## config.mk

```make
export PLATFORM = sky130hd
export DESIGN_NAME = muldiv_sequencer
export DESIGN_NICKNAME = d
export VERILOG_FILES = /design/src/rtl/muldiv_pkg.sv /design/src/rtl/muldiv_datapath.sv /design/src/rtl/muldiv_sequencer.sv
export SDC_FILE = /design/constraint.sdc
export NUM_CORES = 1
export LEC_CHECK = 0
export BUFFER_PORTS_ARGS = -buffer_cell sky130_fd_sc_hd__clkbuf_2
export CAP_MARGIN = 5
export CORE_MARGIN = 2
export CORE_UTILIZATION = 35
export DETAILED_ROUTE_END_ITERATION = 8
export GPL_TIMING_DRIVEN = 0
export HOLD_SLACK_MARGIN = 0.03
export PLACE_DENSITY = 0.55
export SYNTH_ARGS = -nofsm -noshare
export SYNTH_HDL_FRONTEND = slang
export SYNTH_HIERARCHICAL = 1
export SYNTH_SLANG_ARGS = --single-unit
```

## constraint.sdc

```tcl
create_clock -name clk -period 8.04 [get_ports clk]
set_clock_uncertainty 0.05 [all_clocks]
set_input_delay 0.402 -clock clk [delete_from_list [all_inputs] [get_ports clk]]
set_output_delay 0.402 -clock clk [all_outputs]
set_load 0.01 [all_outputs]
```

## src/rtl/muldiv_pkg.sv

```systemverilog
// Shared types and constants for the iterative multiply/divide engine.
package muldiv_pkg;

    localparam int MD_WIDTH = 32;
    localparam int MD_ITER  = 32;

    typedef enum logic [1:0] {
        IDLE = 2'd0,
        RUN  = 2'd1,
        FIX  = 2'd2,
        DONE = 2'd3
    } muldiv_state_t;

    // Encoding matches the div_mult_sel output seen by the HI/LO source mux.
    typedef enum logic {
        OP_DIV  = 1'b0,
        OP_MULT = 1'b1
    } muldiv_op_t;

endpackage

```

## src/rtl/muldiv_datapath.sv

```systemverilog
// Shift-add multiply / restoring divide datapath with sign correction.
// One 2*WIDTH register serves both ops: {product} or {remainder, quotient}.
module muldiv_datapath
    import muldiv_pkg::*;
#(
    parameter int WIDTH = MD_WIDTH
) (
    input  logic             clk,
    input  logic             reset,
    input  logic             load,
    input  logic             step,
    input  logic             fix,
    input  muldiv_op_t       opSel,
    input  logic [WIDTH-1:0] opA,
    input  logic [WIDTH-1:0] opB,
    output logic [WIDTH-1:0] hiOut,
    output logic [WIDTH-1:0] loOut
);

    logic [2*WIDTH-1:0] acc;
    logic [WIDTH-1:0]   magB;
    logic               signA;
    logic               signB;

    logic [WIDTH-1:0]   magAIn;
    logic [WIDTH-1:0]   magBIn;
    logic [WIDTH:0]     mulSum;
    logic [WIDTH+1:0]   divDiff;
    logic [2*WIDTH-1:0] accNext;
    logic [2*WIDTH-1:0] prodFixed;
    logic [WIDTH-1:0]   quoFixed;
    logic [WIDTH-1:0]   remFixed;

    // The most negative operand maps to itself, which read unsigned is 2^(WIDTH-1).
    assign magAIn = opA[WIDTH-1] ? -opA : opA;
    assign magBIn = opB[WIDTH-1] ? -opB : opB;

    // NOTE: every always_comb output gets a default first so no path can infer a latch.
    always_comb begin
        accNext = acc;
        mulSum  = {1'b0, acc[2*WIDTH-1:WIDTH]} + (acc[0] ? {1'b0, magB} : '0);
        divDiff = {1'b0, acc[2*WIDTH-1:WIDTH-1]} - {2'b00, magB};
        if (opSel == OP_MULT) begin
            accNext = {mulSum, acc[WIDTH-1:1]};
        end else if (divDiff[WIDTH+1]) begin
            accNext = {acc[2*WIDTH-2:0], 1'b0};
        end else begin
            accNext = {divDiff[WIDTH-1:0], acc[WIDTH-2:0], 1'b1};
        end
    end

    assign prodFixed = (signA ^ signB) ? -acc : acc;
    assign quoFixed  = (signA ^ signB) ? -acc[WIDTH-1:0] : acc[WIDTH-1:0];
    assign remFixed  = signA ? -acc[2*WIDTH-1:WIDTH] : acc[2*WIDTH-1:WIDTH];

    always_ff @(posedge clk or posedge reset) begin
        if (reset) begin
            acc   <= '0;
            magB  <= '0;
            signA <= 1'b0;
            signB <= 1'b0;
            hiOut <= '0;
            loOut <= '0;
        end else if (load) begin
            acc   <= {{WIDTH{1'b0}}, magAIn};
            magB  <= magBIn;
            signA <= opA[WIDTH-1];
            signB <= opB[WIDTH-1];
        end else if (step) begin
            acc <= accNext;
        end else if (fix) begin
            if (opSel == OP_MULT) begin
                hiOut <= prodFixed[2*WIDTH-1:WIDTH];
                loOut <= prodFixed[WIDTH-1:0];
            end else begin
                hiOut <= remFixed;
                loOut <= quoFixed;
            end
        end
    end

endmodule

```

## src/rtl/muldiv_sequencer.sv

```systemverilog
// Sequencing FSM for the iterative signed multiply/divide engine feeding HI/LO.
module muldiv_sequencer
    import muldiv_pkg::*;
#(
    parameter int WIDTH = MD_WIDTH
) (
    input  logic             clk,
    input  logic             reset,
    input  logic             start_mult,
    input  logic             start_div,
    input  logic [WIDTH-1:0] op_a,
    input  logic [WIDTH-1:0] op_b,
    output logic             busy,
    output logic             done,
    output logic             div_zero,
    output logic             hi_we,
    output logic             lo_we,
    output logic             div_mult_sel,
    output logic [WIDTH-1:0] hi_out,
    output logic [WIDTH-1:0] lo_out
);

    localparam int CNT_W = $clog2(WIDTH);

    muldiv_state_t    state;
    muldiv_op_t       opSel;
    logic [CNT_W-1:0] count;
    logic             divByZero;
    logic             loadStrobe;

    assign divByZero    = (op_b == '0);
    assign loadStrobe   = (state == IDLE) && (start_mult || (start_div && !divByZero));
    assign div_mult_sel = opSel;

    // NOTE: sequential state uses non-blocking assignments so every register sees pre-edge values.
    always_ff @(posedge clk or posedge reset) begin
        if (reset) begin
            state    <= IDLE;
            opSel    <= OP_DIV;
            count    <= '0;
            busy     <= 1'b0;
            done     <= 1'b0;
            div_zero <= 1'b0;
            hi_we    <= 1'b0;
            lo_we    <= 1'b0;
        end else begin
            done     <= 1'b0;
            div_zero <= 1'b0;
            hi_we    <= 1'b0;
            lo_we    <= 1'b0;
            case (state)
                IDLE: begin
                    // Multiply has priority when both starts arrive together.
                    if (start_mult) begin
                        opSel <= OP_MULT;
                        count <= '0;
                        busy  <= 1'b1;
                        state <= RUN;
                    end else if (start_div) begin
                        opSel <= OP_DIV;
                        if (divByZero) begin
                            done     <= 1'b1;
                            div_zero <= 1'b1;
                            state    <= DONE;
                        end else begin
                            count <= '0;
                            busy  <= 1'b1;
                            state <= RUN;
                        end
                    end
                end
                RUN: begin
                    count <= count + 1'b1;
                    if (count == CNT_W'(WIDTH - 1)) begin
                        state <= FIX;
                    end
                end
                FIX: begin
                    busy  <= 1'b0;
                    done  <= 1'b1;
                    hi_we <= 1'b1;
                    lo_we <= 1'b1;
                    state <= DONE;
                end
                DONE: begin
                    state <= IDLE;
                end
                default: begin
                    state <= IDLE;
                end
            endcase
        end
    end

    muldiv_datapath #(
        .WIDTH(WIDTH)
    ) datapath (
        .clk   (clk),
        .reset (reset),
        .load  (loadStrobe),
        .step  (state == RUN),
        .fix   (state == FIX),
        .opSel (opSel),
        .opA   (op_a),
        .opB   (op_b),
        .hiOut (hi_out),
        .loOut (lo_out)
    );

endmodule

```

== Yosys cells after proc, flatten, opt, wreduce, memory -nomap -nowiden ==
Index checks and enable logic that the tools add are counted.
Storage, ports and cells
  bits in registers: 174
  bits of input ports: 68
Cells by class
  add/sub/neg operators: 8
  equal/unequal tests: 7
  muxes and demuxes: 33
  bitwise operators: 3
  reduce and logical (&&, ||, !) cells: 15
Operators by type and width (number)
  $mux 64: 5
  $mux 32: 7
  $neg 32->32: 4
  $neg 64->64: 1
  $sub 33x32->34: 1
  $add 32x33->33: 1
  $logic_not 32->1: 1
  $mux 5: 3
  $mux 1: 10
  $pmux 5 s2: 1
  $reduce_and 3->1: 3
  $mux 2: 4
  $pmux 2 s4: 1
  $reduce_bool 2->1: 4
  $ne 3x3->1 const B: 2
  $add 5x1->5 const B: 1
  $eq 5x5->1 const B: 1
  $eq 2x2->1 const B: 2
  $pmux 1 s2: 2
  $reduce_and 2->1: 2
  $eq 2x1->1 const B: 1
  $logic_and 1x1->1: 2
  $logic_not 2->1: 1
  $ne 2x2->1 const B: 1
  4 further kinds: 5

== Logic depth before layout (Yosys ltp) ==
  depth in word-level cells: 7
  mapped depth: 14
  mapped depth without buffers: 13

== Cells and area by module ==
The synthesis kept the hierarchy.
By module, submodules not included
  muldiv_datapath: times used 1, cells each 1686, area each 13207.7 um^2, sequential area each 4053.9 um^2
  muldiv_sequencer: times used 1, cells each 83, area each 775.7 um^2, sequential area each 300.3 um^2

== Least setup slack after synthesis ==
OpenSTA, ideal clock, no wires.
  path kind: register -> register
  from: reg datapath.acc[0]
  to: reg datapath.acc[62]
  arrival time: 2.807 ns
  data required time: 7.849 ns
  slack: 5.042 ns
  cell stages (with the launch flop): 14
  path buffers: 1
  period minus slack after synthesis: 2.998 ns
  path through: dfrtp_1 inv_1 buf_1 nor2_1 ha_1 a21o_1 a211o_1 a21oi_1 o21ai_0 nor3_1 o211ai_1 a311oi_1 xor2_1 a31oi_1
Between the ends
  longest elaborated chain between the ends: 5
Ends and longest elaborated chain
  start, declared: line muldiv_datapath.sv:20  | logic [2*WIDTH-1:0] acc;
  start signal, assigned: line muldiv_datapath.sv:65  | acc <= {{WIDTH{1'b0}}, magAIn};
  start signal, assigned: line muldiv_datapath.sv:70  | acc <= accNext;
  $mux 32: line muldiv_datapath.sv:41  | mulSum = {1'b0, acc[2*WIDTH-1:WIDTH]} + (acc[0] ? {1'b0, magB} : '0);
  $add 32x33->33: line muldiv_datapath.sv:41
  $mux 64: line muldiv_datapath.sv:43  | if (opSel == OP_MULT) begin
  $mux 64: line muldiv_datapath.sv:69  | end else if (step) begin
  $mux 64: line muldiv_datapath.sv:64  | end else if (load) begin
No other way between the ends. The select of a mux whose other input is x is not followed.
A chain may end at the register's enable or synchronous reset.

== Worst setup path after layout ==
  from: reg datapath.acc[0]
  to: reg datapath.acc[60]
The elaborated chain is that of the path after synthesis.

==> flow_metrics.py <==
metrics = {
    "synthesis": {
        "synth_top_family_by_area": "compound AO/OA/AOI/OAI gates",
        "synth-xor-area-share": 0.108,
        "yosysTopAreaCell": "dfrtp_1",
        "synthCells": 1769,
        "syn-num-nets": 1912,
        "yosys.area_share.simple": 0.197,
        "async_reset_ff_frac": 1.00,
        "synth_edf_count": 0,
        "synthMuxAreaShare": 0.0275,
        "ys.warnings.count": 6,
        "ys.flop_type": "dfrtp_1",
        "yosysMostFrequentCell": "nor2_1",
        "ys_ff_latch": 174,
        "synthTopCellsByArea": "dfrtp_1 (31%), a21oi_1 (7.1%), ha_1 (6.5%)",
        "yosysSeqAreaShare": 0.311,
        "synthTopCellsByCount": "nor2_1 (203), a21oi_1 (198), nand2_1 (198)",
        "syn_area_mm2": 0.0140,
        "yosysUniqueCellTypes": 86,
        "avgSynthCellArea_um2": 7.90,
        "yosys.area_share.adder": 0.0682,
        "synth_top_area_share": 0.311,
        "synth_compound_area_frac": 0.240,
    },
    "clock_network": {
        "h-tree-depth": 4,
        "cts_sinks": 174,
        "hold_buffers": 1,
        "cts_root_buf": "clkbuf_16",
        "cts_buffers": 17,
        "cts_setup_buffers": 0,
        "path_clk_slew_ns": 0.07,
        "clk_latency_ns": 0.46,
        "clockBufferDepth": 2,
        "postCtsResizedCells": 0,
        "cts_tree": "yes",
    },
    "cells_and_area": {
        "nets": 2070,
        "syn_to_final_growth_pct": 14.1,
        "diodes": 0,
        "finish.utilization": 0.403,
        "drive_gt1_frac": 0.104,
        "fill_cells": 4166,
    },
    "critical_path": {
        "critical_path_arrival_ns": 4.87,
        "critPathMaxFanout": 10,
        "path_class": "reg -> reg",
        "cp_top_family": "compound AO/OA/AOI/OAI gates",
        "critPathBufInv": 2,
        "start_kind": "register",
        "path_common_cell": "o21ai_0",
        "slowest_stage": "o21ai_0",
        "crit_path_end_kind": "register",
        "required_ns": 8.36,
        "crit_chain": "inv_1, buf_1, nor2_1, ha_1, o21ai_0, a211oi_1, a21oi_1, o21ai_0, a21oi_1, a31oi_1, xor2_1, o221ai_1, o21ai_0",
        "critPathMaxStageDelay_ns": 0.69,
    },
    "flow_run": {
        "max_cap_viol_count": 0,
    },
    "drt": {
        "drtAntennaViolNets": 0,
        "drc": 0,
        "routed_via_density": 5.53,
        "drt_first_pass_iters": 5,
        "vias": 13600,
        "drt_wl_total_mm": 47.9,
        "dr.first_iter.drc_count": 1035,
        "wl_per_cell_um": 19.4,
    },
    "global_routing": {
        "grtUsageTotal": 0.230,
        "grt_pass1_wl_mm": 74.5,
        "grt_max_degree": 118,
        "grt_pass1_vias": 13200,
        "antenna_found_initial": 0,
        "grt-ovfl-total": 0,
    },
    "power": {
        "switching_share": 0.524,
        "power_density_mw_per_mm2": 477,
        "seqPwrFrac": 0.231,
        "p_int_mw": 3.62,
        "power_leakage_nw": 7.17,
        "p_comb_frac": 0.657,
        "worst_ir_drop_vdd_mv": 0.192,
        "pwr-share-clk": 0.111,
        "power.switching_mw": 3.99,
    },
    "timing": {
        "hold_viol": 0,
        "post-route-period-util": 0.566,
        "maxSlewViolCount": 0,
        "setup_viol": 0,
        "setup-tns-final_ns": 0,
        "min_period_ns": 4.55,
        "max_freq_mhz": 220,
        "relSlewSlack": 0.360,
        "rsz0062_at_grt": "false",
        "worstMarginPinSlew_ns": 0.960,
    },
    "place": {
        "io_buffers": 137,
        "dp_hpwl_mm": 37.7,
        "place.gp.congestion": 0.930,
    },
    "die": {
        "start_util": 0.354,
        "coreArea_mm2": 0.0395,
        "die_h_um": 204,
        "ioPinCount": 138,
        "std_cell_rows": 73,
        "die_area_mm2": 0.0416,
        "die_w_um": 204,
    },
    "run_status": {
        "outcome": "finished, final reports clean",
    },
    "hold_path": {
        "hp-class": "in -> reg",
    },
}
cells by family (layout without fill, tap and decap cells):
group	Yosys count	after routing
mux	38	38
buf+inv	172	342
compound gates	543	543
xor+xnor	173	173
fa+ha+maj	75	75
flops	174	174
simple gates	594	594
registers in the layout, summed over array words and instances (netlist names), 2 cells and up:
register and cells:
datapath/acc 64, datapath/hiOut 32, datapath/loOut 32, datapath/magB 32
count 5, state 2
worst reg2reg max path, stage by stage, from the launching register on:
cell and delay (ns):
dfrtp_1 0.47, inv_1 0.29, buf_1 0.45, nor2_1 0.11
ha_1 0.40, o21ai_0 0.13, a211oi_1 0.60, a21oi_1 0.23
o21ai_0 0.69, a21oi_1 0.26, a31oi_1 0.25, xor2_1 0.17
o221ai_1 0.13, o21ai_0 0.21
cells in the final DEF (no fill, tap or decap), drive strengths merged, types with 5 or more instances in the layout:
master	n
a21o	26
a21oi	199
nand3b	5
o221ai	28
xor2	97
nand4	8
mux2i	35
xnor2	76
or4	13
o21ai	154
nand2b	13
o41ai	14
dfrtp	174
or3	21
a211oi	12
ha	73
buf	17
and3	8
clkbuf	243
o211ai	13
nor2	203
nand3	13
nor3	45
nor3b	5
a31oi	9
o21a	7
inv	74
nor4	23
nor2b	13
o21bai	7
nand2	198
o31ai	27
and2	11
through the flow:
| step | power, mW | hold WS [ns] | area (um^2) | cells | worst slack [ns] |
|---|---|---|---|---|---|
| finish | 7.61 | 0.161 | 16000 | 2464 | 3.49 |
| global route | 8.27 | 0.152 | 16000 | 2464 | 3.32 |
| CTS | 7.58 | 0.135 | 16000 | 2464 | 3.53 |
| detailed placement | 6.70 | 0.403 | 15400 | 2432 | 3.56 |
| global placement | 6.65 | 0.398 | 15300 | 2431 | 1.04 |
| floorplan | 5.16 | 0.217 | 14000 | 1769 | 3.21 |
worst paths after layout:
path / startpoint / to / slack [ns] / depth (start not counted)
setup reg to reg: datapath/acc[0] / datapath/acc[60] / 3.49 / 13
max in group asynchronous: reset / datapath/hiOut[8] / 6.53 / 4
min in group asynchronous: reset / datapath/signB / 0.47 / 3
hold / removal: start_div / div_zero / 0.16 / 3
hold reg to reg: datapath/hiOut[2] / datapath/hiOut[2] / 0.43 / 2
setup / recovery: datapath/acc[0] / datapath/acc[60] / 3.49 / 13
per-layer routing:
metal | vias up | global-route usage | routed length, um | share of wire
li1 | 6618 | - | - | -
met1 | 6541 | 0.332 | 23000 | 0.48
met2 | 420 | 0.360 | 21400 | 0.45
met3 | 52 | 0.0357 | 2650 | 0.055
met4 | 0 | 0.0545 | 829 | 0.017
met5 | - | 0 | 0 | 0
cell type report:
type / count / area (um^2) / share of cell area
clock inverter: 13 / 154 / 0.00965
sequential: 174 / 4350 / 0.273
timing repair buffer: 139 / 723 / 0.0453
inverter: 68 / 263 / 0.0165
multi-input combinational: 1423 / 8960 / 0.562
tap: 525 / 657 / 0.0412
clock buffer: 18 / 429 / 0.0269
buffer: 104 / 412 / 0.0258
power by group through the flow:
stage               sequential [mW]  clock (mW)  combinational, mW
finish                         1.76       0.846               5.01
global route                   1.80       0.904               5.56
CTS                            1.75       0.869               4.97
detailed placement             1.76           0               4.94
global placement               1.74           0               4.91
floorplan                      1.65           0               3.51
(Power assumes the default switching activity.)
